--- src/rtl/readout_pkg.sv ---
// rtl/readout_pkg.sv - shared types and constants for the readout event sequencer
package readout_pkg;

  // Sequencer slot phases
  typedef enum logic [2:0] {
    IDLE    = 3'd0,
    START   = 3'd1,
    SETUP   = 3'd2,
    READOUT = 3'd3,
    DONE    = 3'd4
  } seq_state_e;

  localparam int BX_PERIOD_DEF = 108;
  localparam int SETUP_CYC_DEF = 3;

  // clk_cnt covers BX_PERIOD up to 127; BX and BX_pipe are mod 8
  localparam int CLK_CNT_W = 7;
  localparam int BX_W      = 3;

endpackage

--- src/rtl/readout_event_sequencer_if.sv ---
// rtl/readout_event_sequencer_if.sv - control, merger handshake and status bundle
interface readout_event_sequencer_if #(
  parameter int WCNT_W = 10,
  parameter int TCNT_W = 16
) ();
  import readout_pkg::*;

  logic                 enable;
  logic                 mrg_valid;
  logic                 mrg_done;
  logic                 new_event;
  logic [BX_W-1:0]      BX;
  logic [CLK_CNT_W-1:0] clk_cnt;
  logic [BX_W-1:0]      BX_pipe;
  logic                 busy;
  logic [WCNT_W-1:0]    ev_words;
  logic                 ev_ok;
  logic                 truncated;
  logic [TCNT_W-1:0]    trunc_cnt;

  // Sequencer side: drives the event pulse and status
  modport master (
    input  enable, mrg_valid, mrg_done,
    output new_event, BX, clk_cnt, BX_pipe, busy,
           ev_words, ev_ok, truncated, trunc_cnt
  );

  // Host/merger side: drives enable and the merger outputs
  modport slave (
    output enable, mrg_valid, mrg_done,
    input  new_event, BX, clk_cnt, BX_pipe, busy,
           ev_words, ev_ok, truncated, trunc_cnt
  );

endinterface

--- src/rtl/readout_event_sequencer_sat_counter.sv ---
// rtl/readout_event_sequencer_sat_counter.sv - saturating up-counter with clear
module sat_counter #(
  parameter int W = 8
) (
  input  logic         clk_i,
  input  logic         reset_i,
  input  logic         clr_i,
  input  logic         inc_i,
  output logic [W-1:0] count_o,
  output logic [W-1:0] count_nxt_o
);

  logic [W-1:0] count_q;
  logic [W-1:0] count_d;

  // count_nxt_o ignores clr so a caller can capture the final value in the
  // same cycle the counter is being cleared for the next slot
  always_comb begin
    count_nxt_o = count_q;
    if (inc_i && (count_q != '1)) begin
      count_nxt_o = count_q + W'(1);
    end
    count_d = clr_i ? '0 : count_nxt_o;
  end

  // Count register
  always_ff @(posedge clk_i) begin
    if (reset_i) begin
      count_q <= '0;
    end else begin
      count_q <= count_d;
    end
  end

  assign count_o = count_q;

endmodule

--- src/rtl/readout_event_sequencer.sv ---
// rtl/readout_event_sequencer.sv - new-event pacing and slot bookkeeping for the readout merger
module readout_event_sequencer
  import readout_pkg::*;
#(
  parameter int BX_PERIOD = BX_PERIOD_DEF,
  parameter int SETUP_CYC = SETUP_CYC_DEF,
  parameter int WCNT_W    = 10,
  parameter int TCNT_W    = 16
) (
  input  logic                       clk_i,
  input  logic                       reset_i,
  readout_event_sequencer_if.master  seq_if
);

  localparam logic [CLK_CNT_W-1:0] LAST_CNT  = CLK_CNT_W'(BX_PERIOD - 1);
  localparam logic [CLK_CNT_W-1:0] SETUP_END = CLK_CNT_W'(SETUP_CYC);

  seq_state_e           state_q, state_d;
  logic [CLK_CNT_W-1:0] clk_cnt_q, clk_cnt_d;
  logic [BX_W-1:0]      bx_q, bx_d;
  logic [BX_W-1:0]      bx_pipe_q, bx_pipe_d;
  logic                 new_event_q, new_event_d;
  logic                 busy_q, busy_d;
  logic                 ev_ok_q, ev_ok_d;
  logic                 truncated_q, truncated_d;
  logic [WCNT_W-1:0]    ev_words_q, ev_words_d;

  logic                 wrap;
  logic                 slot_ok;
  logic                 slot_trunc;
  logic                 word_clr;
  logic                 word_inc;
  logic [WCNT_W-1:0]    word_cnt_unused;
  logic [WCNT_W-1:0]    word_nxt;
  logic [TCNT_W-1:0]    trunc_cnt;
  logic [TCNT_W-1:0]    trunc_nxt_unused;

  // Slot-end conditions; the wrap cycle is the last cycle of a slot
  always_comb begin
    wrap       = (state_q != IDLE) && (clk_cnt_q == LAST_CNT);
    slot_ok    = (state_q == READOUT) && seq_if.mrg_done;
    slot_trunc = wrap && ((state_q == SETUP) ||
                          ((state_q == READOUT) && !seq_if.mrg_done));
    word_inc   = (state_q == READOUT) && seq_if.mrg_valid;
  end

  // Next-state logic
  always_comb begin
    state_d = state_q;
    case (state_q)
      IDLE: begin
        if (seq_if.enable) state_d = START;
      end
      START: begin
        state_d = SETUP;
      end
      SETUP: begin
        // Only reachable with a very short BX_PERIOD: slot ends before readout
        if (wrap)                        state_d = seq_if.enable ? START : IDLE;
        else if (clk_cnt_q == SETUP_END) state_d = READOUT;
      end
      READOUT: begin
        if (wrap)                 state_d = seq_if.enable ? START : IDLE;
        else if (seq_if.mrg_done) state_d = DONE;
      end
      DONE: begin
        if (wrap) state_d = seq_if.enable ? START : IDLE;
      end
      default: begin
        state_d = IDLE;
      end
    endcase
  end

  // Output and counter next values, all derived from state_d so outputs stay registered
  always_comb begin
    word_clr    = (state_d == START);
    new_event_d = (state_d == START);
    busy_d      = (state_d == SETUP) || (state_d == READOUT);
    ev_ok_d     = slot_ok;
    truncated_d = slot_trunc;

    clk_cnt_d = clk_cnt_q + CLK_CNT_W'(1);
    if ((state_d == START) || (state_d == IDLE)) begin
      clk_cnt_d = '0;
    end

    // The first START after IDLE reuses the held BX
    bx_d = bx_q;
    if ((state_d == START) && (state_q != IDLE)) begin
      bx_d = bx_q + BX_W'(1);
    end

    bx_pipe_d = bx_pipe_q;
    if (wrap) begin
      bx_pipe_d = bx_pipe_q + BX_W'(1);
    end

    // word_nxt already includes a valid word arriving on the final cycle
    ev_words_d = ev_words_q;
    if (slot_ok || slot_trunc) begin
      ev_words_d = word_nxt;
    end
  end

  // State register
  always_ff @(posedge clk_i) begin
    if (reset_i) begin
      state_q <= IDLE;
    end else begin
      state_q <= state_d;
    end
  end

  // Registered outputs and slot counters
  always_ff @(posedge clk_i) begin
    if (reset_i) begin
      clk_cnt_q   <= '0;
      bx_q        <= '0;
      bx_pipe_q   <= '0;
      new_event_q <= 1'b0;
      busy_q      <= 1'b0;
      ev_ok_q     <= 1'b0;
      truncated_q <= 1'b0;
      ev_words_q  <= '0;
    end else begin
      clk_cnt_q   <= clk_cnt_d;
      bx_q        <= bx_d;
      bx_pipe_q   <= bx_pipe_d;
      new_event_q <= new_event_d;
      busy_q      <= busy_d;
      ev_ok_q     <= ev_ok_d;
      truncated_q <= truncated_d;
      ev_words_q  <= ev_words_d;
    end
  end

  sat_counter #(.W(WCNT_W)) u_word_cnt (
    .clk_i       (clk_i),
    .reset_i     (reset_i),
    .clr_i       (word_clr),
    .inc_i       (word_inc),
    .count_o     (word_cnt_unused),
    .count_nxt_o (word_nxt)
  );

  sat_counter #(.W(TCNT_W)) u_trunc_cnt (
    .clk_i       (clk_i),
    .reset_i     (reset_i),
    .clr_i       (1'b0),
    .inc_i       (slot_trunc),
    .count_o     (trunc_cnt),
    .count_nxt_o (trunc_nxt_unused)
  );

  assign seq_if.new_event = new_event_q;
  assign seq_if.BX        = bx_q;
  assign seq_if.clk_cnt   = clk_cnt_q;
  assign seq_if.BX_pipe   = bx_pipe_q;
  assign seq_if.busy      = busy_q;
  assign seq_if.ev_words  = ev_words_q;
  assign seq_if.ev_ok     = ev_ok_q;
  assign seq_if.truncated = truncated_q;
  assign seq_if.trunc_cnt = trunc_cnt;

endmodule

--- src/flat_wrapper.sv ---
// flat-port wrapper written by rule: the top's interface ports become plain ports
module readout_event_sequencer_flat import readout_pkg::*;
#(
  parameter int BX_PERIOD = BX_PERIOD_DEF,
  parameter int SETUP_CYC = SETUP_CYC_DEF,
  parameter int WCNT_W    = 10,
  parameter int TCNT_W    = 16
)
  (clk_i, reset_i, seq_if_enable, seq_if_mrg_valid, seq_if_mrg_done, seq_if_new_event, seq_if_BX, seq_if_clk_cnt, seq_if_BX_pipe, seq_if_busy, seq_if_ev_words, seq_if_ev_ok, seq_if_truncated, seq_if_trunc_cnt);
  readout_event_sequencer_if #(.WCNT_W(WCNT_W), .TCNT_W(TCNT_W)) seq_if_i ();
  input  logic clk_i;
  input  logic reset_i;
  input wire logic [$bits(seq_if_i.enable)-1:0] seq_if_enable;
  input wire logic [$bits(seq_if_i.mrg_valid)-1:0] seq_if_mrg_valid;
  input wire logic [$bits(seq_if_i.mrg_done)-1:0] seq_if_mrg_done;
  output wire logic [$bits(seq_if_i.new_event)-1:0] seq_if_new_event;
  output wire logic [$bits(seq_if_i.BX)-1:0] seq_if_BX;
  output wire logic [$bits(seq_if_i.clk_cnt)-1:0] seq_if_clk_cnt;
  output wire logic [$bits(seq_if_i.BX_pipe)-1:0] seq_if_BX_pipe;
  output wire logic [$bits(seq_if_i.busy)-1:0] seq_if_busy;
  output wire logic [$bits(seq_if_i.ev_words)-1:0] seq_if_ev_words;
  output wire logic [$bits(seq_if_i.ev_ok)-1:0] seq_if_ev_ok;
  output wire logic [$bits(seq_if_i.truncated)-1:0] seq_if_truncated;
  output wire logic [$bits(seq_if_i.trunc_cnt)-1:0] seq_if_trunc_cnt;
  assign seq_if_i.enable = seq_if_enable;
  assign seq_if_i.mrg_valid = seq_if_mrg_valid;
  assign seq_if_i.mrg_done = seq_if_mrg_done;
  assign seq_if_new_event = seq_if_i.new_event;
  assign seq_if_BX = seq_if_i.BX;
  assign seq_if_clk_cnt = seq_if_i.clk_cnt;
  assign seq_if_BX_pipe = seq_if_i.BX_pipe;
  assign seq_if_busy = seq_if_i.busy;
  assign seq_if_ev_words = seq_if_i.ev_words;
  assign seq_if_ev_ok = seq_if_i.ev_ok;
  assign seq_if_truncated = seq_if_i.truncated;
  assign seq_if_trunc_cnt = seq_if_i.trunc_cnt;
  readout_event_sequencer #(.BX_PERIOD(BX_PERIOD), .SETUP_CYC(SETUP_CYC), .WCNT_W(WCNT_W), .TCNT_W(TCNT_W)) u_core (.clk_i(clk_i), .reset_i(reset_i), .seq_if(seq_if_i));
endmodule
--- config.mk ---
export PLATFORM = sky130hd
export DESIGN_NAME = readout_event_sequencer_flat
export DESIGN_NICKNAME = d
export VERILOG_FILES = /design/src/rtl/readout_pkg.sv /design/src/rtl/readout_event_sequencer_if.sv /design/src/rtl/readout_event_sequencer_sat_counter.sv /design/src/rtl/readout_event_sequencer.sv /design/src/flat_wrapper.sv
export SDC_FILE = /design/constraint.sdc
export NUM_CORES = 1
export LEC_CHECK = 0
export ABC_AREA = 0
export ABC_CLOCK_PERIOD_IN_PS = 3900
export BUFFER_PORTS_ARGS = -buffer_cell sky130_fd_sc_hd__buf_2
export CAP_MARGIN = 20
export CORE_ASPECT_RATIO = 1.1
export CORE_UTILIZATION = 59
export DETAILED_ROUTE_END_ITERATION = 7
export PLACE_DENSITY = 0.93
export SETUP_SLACK_MARGIN = 0.15
export SLEW_MARGIN = 20
export SYNTH_ARGS = -nofsm -noshare
export SYNTH_HDL_FRONTEND = slang
export SYNTH_SLANG_ARGS = --single-unit
--- constraint.sdc ---
create_clock -name clk_i -period 3.9 [get_ports clk_i]
set_input_delay 0.195 -clock clk_i [delete_from_list [all_inputs] [get_ports clk_i]]
set_output_delay 0.195 -clock clk_i [all_outputs]
set_load 0.005 [all_outputs]
==> results.md, run 1 <==
| Metric | Value | Unit |
| --- | --- | --- |
| Outcome | finished, final reports clean | - |
| Die footprint | 4480 | um^2 |
| ANT nets after route | 0 | - |
| Vias after detailed routing | 2151 | - |
| Core occupancy in the finished layout | 0.715 | - |
| Hold wc startpoint | seq_if_mrg_done | - |
| Clock period minus final worst setup slack | 2320 | ps |
| Aggregate routed wire length | 5090 | um |
| Io pins | 48 | - |
| Placed wire-length estimate | 3480 | um |
| Number of nets in the final layout | 329 | - |
| Placer's final routability congestion estimate | 0.805 | - |
| Via-to-Cell Ratio | 5.80 | - |
| Hold buffer count at cts | 0 | - |
| Number of gates resized after CTS | 0 | - |
| CTS sink cnt | 56 | - |
| Starting density of the core | 0.623 | - |
| Residual DRC | 0 | - |
| Later-pin clock latency in the skew report | 320 | ps |
| Static Leak | 0.00111 | uW |
| FF-to-FF path depth | 6 | - |
| Standard cell with the maximum stage delay on the critical path | and2_1 | - |
| Total core area | 3990 | um^2 |
| CTS clock-pin slew for the worst setup and hold paths | 100 | ps |
| Clock tree from TritonCTS | yes | - |
| Clock tree buffer depth | 2 | - |
| Primary FF master, synth | dfxtp_1 | - |
| Count of input and output buffers | 47 | - |
| CTS buffer count | 5 | - |
| Max_cap viols | 0 | - |
| Overall track demand over capacity in global routing | 0.235 | - |
| Synth Warn # | 0 | - |
| DIE WIDTH | 63.9 | um |
| Post-synthesis cell type count | 46 | - |
| Die H | 70.1 | um |
| Clock Root Buffer | clkbuf_8 | - |
| Congestion Overflow GR | 0 | - |
| #FFs+latches synth | 56 | - |
| Pre-CTS WS | 1600 | ps |
| Hold Path Class | in2reg | - |
| IR drop worst, VDD | 0.236 | mV |
| Synthesized instance count | 274 | - |
| Mapped Avg Cell Area | 9.09 | um^2 |
| Cell depth of the worst min-delay path | 3 | - |
| Worst slew margin relative to its limit | 0.397 | - |
| Total negative slack | 0 | ps |
| Proportion of layout cells with a drive suffix above 1 | 0.219 | - |
| Register-to-register setup slack | 1580 | ps |
| Count of final hold-check violations | 0 | - |
| CTS HTree Levels | 2 | - |
| Worst stage delay on the critical path | 600 | ps |
| Count of pins over their slew limit | 0 | - |
| Post-CTS repair timing setup buffer count | 0 | - |
| Fraction of synthesis flops using an asynchronous set or reset pin | 0 | - |
| Capture point of the worst reg-to-reg path | u_core.seq_if.ev_words[5] | - |
| Maximum number of pins on one net before global-route repair | 45 | - |
| Wire length of the first global-routing pass | 8340 | um |
| Detailed Routing Iterations Pass 1 | 4 | - |
| Worst flop-to-flop path startpoint | u_core.seq_if.clk_cnt[0] | - |
| Number of nets produced by synthesis | 285 | - |
| Worst min-delay path endpoint | u_core.seq_if.ev_ok | - |
| Inserted Diodes | 0 | - |
| Tot Pwr | 1030 | uW |
| Arrival time of the worst setup path | 2550 | ps |
| Power per cell area | 360 | nW/um^2 |
| Critical path launch point type | register | - |
| Maximum fanout along the worst path | 20 | - |
| Antenna violations before repair | 0 | - |
| Synthesis-to-layout area growth | 14.7 | % |
| WS Path Type | reg2reg | - |
| Sequential cell area fraction in the yosys report | 0.450 | - |
| Wire length per cell after detailed routing | 13.7 | um |
| Sequence of cells on the critical path | ha_1, nand4_2, o21ai_0, and2_1, nor2_1, a211oi_1 | - |
| Post-layout worst setup margin | 1580 | ps |
| FP Rows | 24 | - |
| Total of endpoints with negative setup slack in the final report | 0 | - |
| CP endpoint kind | register | - |
| RSZ-0062 raised after global routing | false | - |
| Final Cycle Share | 0.596 | - |
| Startpoint of the worst setup timing path | u_core.seq_if.clk_cnt[0] | - |
| Highest achievable clock rate | 430 | MHz |
| Vias in the first global route | 1990 | - |
| Data required, critical path | 4130 | ps |
| Clock tree skew after final layout | 7.50 | ps |
| Number of enable-type register cells in the synthesized netlist | 0 | - |
| Area of the mapped netlist | 2490 | um^2 |
| Worst Tran Pin Value | 897 | ps |
| Number of design-rule violations left by the first detailed-router iteration | 87 | - |
==> cell type report <==
class | instances | area [um^2]
repair buffers | 47 | 235
clock inverters | 3 | 46.3
fillers | 327 | 1140
inverters | 6 | 22.5
well taps | 52 | 65.1
clock buffers | 5 | 68.8
multi-input cells | 202 | 1300
flip-flops and latches | 56 | 1120
==> synthesized netlist by cell type, drive strengths merged (6+ instances only) <==
library cell | number | area [um^2]
nand3 | 13 | 65.1
o31ai | 8 | 60.1
nor2b | 7 | 43.8
nor2 | 44 | 165
xor2 | 12 | 105
clkbuf | 6 | 22.5
nor3 | 9 | 50.1
a21oi | 15 | 75.1
or4 | 8 | 60.1
ha | 6 | 75.1
o21ai | 9 | 52.6
inv | 6 | 22.5
a211oi | 10 | 75.1
nand2 | 13 | 48.8
dfxtp | 56 | 1120
==> cell usage in the layout (no fill, tap or decap), drive strengths merged, types with 5 or more instances in the layout <==
| cell | n |
|---|---|
| clkbuf | 5 |
| nand3 | 13 |
| nor3 | 9 |
| ha | 6 |
| dfxtp | 56 |
| a21oi | 15 |
| a211oi | 10 |
| inv | 7 |
| buf | 47 |
| o31ai | 8 |
| nor2b | 7 |
| or4 | 8 |
| o21ai | 9 |
| nor2 | 44 |
| xor2 | 12 |
| nand2 | 13 |
==> worst max-delay path by stage <==
stage,to,cells past startpoint
after detailed placement,u_core.seq_if.ev_words[5],6
after floorplan,u_core.seq_if.BX[2],6
after global placement,u_core.u_word_cnt.count_o[9],5
final,u_core.seq_if.ev_words[5],6
after CTS,u_core.seq_if.ev_words[5],6
after global routing,u_core.seq_if.BX[1],5
==> logic make-up (layout without fill, tap and decap cells) <==
kind of cell    count (synthesis)  in the layout  synth area share
flops                          56             56             0.450
mux                             6              6            0.0256
compound gates                 54             54             0.155
simple gates                  120            120             0.254
fa+ha+maj                       6              6            0.0301
xor+xnor                       16             16            0.0563
buf+inv                        16             61            0.0286
==> per-stage QoR <==
step / hold slack (ps) / cells / cell area [um^2]
floorplan: 277 / 274 / 2490
global route: 164 / 371 / 2860
detailed placement: 472 / 363 / 2740
CTS: 132 / 371 / 2860
global placement: 470 / 363 / 2740
finish: 149 / 371 / 2860
==> flip-flops by register name, indices dropped and copies added (netlist names) <==
| signal | flops |
|---|---|
| u_core.u_trunc_cnt.count_o | 16 |
| u_core.seq_if.ev_words | 10 |
| u_core.u_word_cnt.count_o | 10 |
| u_core.seq_if.clk_cnt | 7 |
| u_core.seq_if.BX | 3 |
| u_core.seq_if.BX_pipe | 3 |
| u_core.state_q | 3 |
| u_core.seq_if.busy | 1 |
| u_core.seq_if.ev_ok | 1 |
| u_core.seq_if.new_event | 1 |
| u_core.seq_if.truncated | 1 |
==> worst max-delay path: cells and delay by family (launching register included) <==
kind | cells | cell delay [ps]
compound gates | 2 | 630
fa+ha+maj | 1 | 230
flops | 1 | 440
simple gates | 3 | 930
==> report_power, final <==
part	internal, uW	switching (uW)
Clock	194	197
Combinational	16.5	33.2
Sequential	579	8.89
Total	789	239
==> metal layers <==
metal	GRT usage	vias up	wire length, um
li1	-	1076	-
met1	0.273	993	2230
met2	0.401	72	2520
met3	0.0539	10	244
met4	0.114	0	99
met5	0	-	0
Note: power is estimated with default switching activity, not from simulation.
==> inputs of run 2 (changes only) <==
- ABC_CLOCK_PERIOD_IN_PS: 3900 -> 2000
- CORE_UTILIZATION: 59 -> 49
- PLACE_DENSITY: 0.93 -> 0.84
- clock period: 3.9 -> 2 ns (I/O delays scaled with it)
==> run 2 against run 1 <==
  * The run now ends with setup timing left
  * Worst setup slack got worse by 1600 ps
  * Sequential share of layout area is 5.9 points lower
  * Final area rose by 18%
  * Critical path type unchanged
==> results.md, run 2 (synthesis results as in run 1) <==
| Metric | Value | Unit | vs previous |
| --- | --- | --- | --- |
| DIE WIDTH | 70.0 | um | +9.4% |
| Max_cap viols | 0 | - | unchanged |
| Post-Layout Cell Count | 415 | - | +12% |
| CTS sink cnt | 56 | - | unchanged |
| Worst Tran Pin Value | 417 | ps | -480 ps |
| Congestion Overflow GR | 0 | - | unchanged |
| Wire length per cell after detailed routing | 16.1 | um | +18% |
| Clock tree buffer depth | 2 | - | unchanged |
| Static Leak | 0.00136 | uW | +22% |
| Count of pins over their slew limit | 0 | - | unchanged |
| Final Cycle Share | 1.01 | - | +0.413 |
| Residual DRC | 0 | - | unchanged |
| Critical path launch point type | register | - |  |
| Startpoint of the worst setup timing path | u_core.seq_if.clk_cnt[1] | - |  |
| Synthesis-to-layout area growth | 35.6 | % |  |
| CP endpoint kind | register | - |  |
| Io pins | 48 | - | unchanged |
| Proportion of layout cells with a drive suffix above 1 | 0.382 | - | +0.162 |
| Power per cell area | 578 | nW/um^2 | +61% |
| Via-to-Cell Ratio | 5.90 | - | +1.7% |
| Clock Root Buffer | clkbuf_8 | - |  |
| Core occupancy in the finished layout | 0.711 | - | -0.00421 |
| Cell area after placement | 2980 | um^2 | +8.7% |
| Later-pin clock latency in the skew report | 310 | ps | about the same |
| Wire length of the first global-routing pass | 10700 | um | +29% |
| Data required, critical path | 2240 | ps | -1890 ps |
| Comb power frac | 0.089 | - | +0.041 |
| Overall track demand over capacity in global routing | 0.246 | - | +0.0117 |
| Post-layout worst setup margin | -17.3 | ps | -1590 ps |
| Net Switching | 466 | uW | +95% |
| Cell area after layout | 3380 | um^2 | +18% |
| Placer's final routability congestion estimate | 0.848 | - | +5.4% |
| Die H | 76.8 | um | +9.5% |
| Count of input and output buffers | 47 | - | unchanged |
| WS Path Type | reg2reg | - |  |
| Placed wire-length estimate | 3920 | um | +13% |
| Cell count after placement | 394 | - | +8.5% |
| Number of design-rule violations left by the first detailed-router iteration | 122 | - | +40% |
| Largest register FFs | 16 | - | unchanged |
| FP Rows | 26 | - | +8.3% |
| Hold wc startpoint | seq_if_mrg_done | - |  |
| CTS buffer count | 5 | - | unchanged |
| Power Internal | 1490 | uW | +88% |
| Highest achievable clock rate | 496 | MHz | +15% |
| Starting density of the core | 0.524 | - | -0.0992 |
| Worst slew margin relative to its limit | 0.715 | - | +0.318 |
| Worst flop-to-flop path startpoint | u_core.seq_if.clk_cnt[1] | - |  |
| CTS clock-pin slew for the worst setup and hold paths | 100 | ps | about the same |
| Vias in the first global route | 2340 | - | +18% |
| Total of endpoints with negative setup slack in the final report | 7 | - | +7 |
| Die footprint | 5370 | um^2 | +20% |
| Antenna violations before repair | 0 | - | unchanged |
| Clock tree skew after final layout | 7.71 | ps | +0.212 ps |
| Clock network fraction of design power | 0.326 | - | -0.054 |
| Hold buffer count at cts | 0 | - | unchanged |
| ANT nets after route | 0 | - | unchanged |
| RSZ-0062 raised after global routing | true | - |  |
| Number of nets in the final layout | 370 | - | +12% |
| Detailed Routing Iterations Pass 1 | 4 | - | unchanged |
| Maximum number of pins on one net before global-route repair | 26 | - | -42% |
| Total core area | 4750 | um^2 | +19% |
| Maximum fanout along the worst path | 6 | - | -70% |
| Arrival time of the worst setup path | 2260 | ps | -290 ps |
| CTS HTree Levels | 2 | - | unchanged |
| Outcome | finished, violations left | - |  |
| Failing checks | setup timing | - |  |
| Clock tree from TritonCTS | yes | - |  |
| Net switching fraction of the power | 0.239 | - | +0.00636 |
| Clock period minus final worst setup slack | 2020 | ps | -306 ps |
| Most frequent standard cell in the layout excluding fill and tap cells | dfxtp_1 | - |  |
| Count of final hold-check violations | 0 | - | unchanged |
| Part of the total power dissipated in sequential elements | 0.585 | - | +0.013 |
| IR drop worst, VDD | 0.367 | mV | +56% |
| Hold Path Class | in2reg | - |  |
| Inserted Diodes | 0 | - | unchanged |
| Aggregate routed wire length | 6690 | um | +32% |
| Leading cell types in the layout, fill and taps excluded | dfxtp_1 (52), buf_2 (47), nor2_1 (39) | - |  |
| Vias after detailed routing | 2448 | - | +14% |
-- run 2: cell type report --
class	instances	area [um^2]
multi-input cells	203	1470
fillers	337	1370
flip-flops and latches	56	1130
repair buffers	87	593
clock buffers	6	82.6
well taps	56	70.1
inverters	6	22.5
clock inverters	1	8.76
-- run 2: worst paths after layout --
kind                                         end  slack (ps)  cells after the start
hold reg to reg    u_core.u_trunc_cnt.count_o[5]         500                      2
setup / recovery  u_core.u_trunc_cnt.count_o[13]         -20                      7
setup reg to reg  u_core.u_trunc_cnt.count_o[13]         -20                      7
hold / removal               u_core.seq_if.ev_ok          60                      3
-- run 2: metrics by stage --
step                      hold WS [ps]  TNS, ps  power [uW]  worst slack, ps
after detailed placement           390    -35.9        1300            -22.1
after CTS                         50.9        0        1950             18.0
after global placement             377        0        1290             53.0
after global routing              61.4    -1190        2020            -77.9
final                             64.3    -44.7        1950            -17.3
after floorplan                    182        0        1240              113
-- run 2: per-layer routing --
| layer | vias to the layer above | GRT usage | wire length (um) |
|---|---|---|---|
| met2 | 96 | 0.450 | 3590 |
| met3 | 23 | 0.0526 | 345 |
| met1 | 1165 | 0.275 | 2560 |
| li1 | 1164 | - | - |
| met5 | - | 0 | 0 |
| met4 | 0 | 0.0960 | 199 |
-- run 2: timing repair --
item,4_1_cts,5_1_grt
gates resized for setup,19,22
gates cloned,2,0
pin swaps,5,10
hold endpoints to repair,0,0
buffers inserted,10,2
endpoints found under the setup margin,34,46
-- run 2: power groups by stage --
stage,Combinational [uW],Sequential [uW],Clock [uW]
6_report,174,1140,636
5_1_grt,186,1140,692
4_1_cts,160,1140,649
3_5_place_dp,129,1170,0
3_3_place_gp,126,1170,0
2_1_floorplan,67.9,1170,0
-- run 2: critical path: stages (launching register included) --
cell     delay (ps)
dfxtp_2         380
ha_2            230
nand4_4         150
nor4_4          260
buf_4           190
o21ai_4          80
or4_1           490
a21oi_1         180
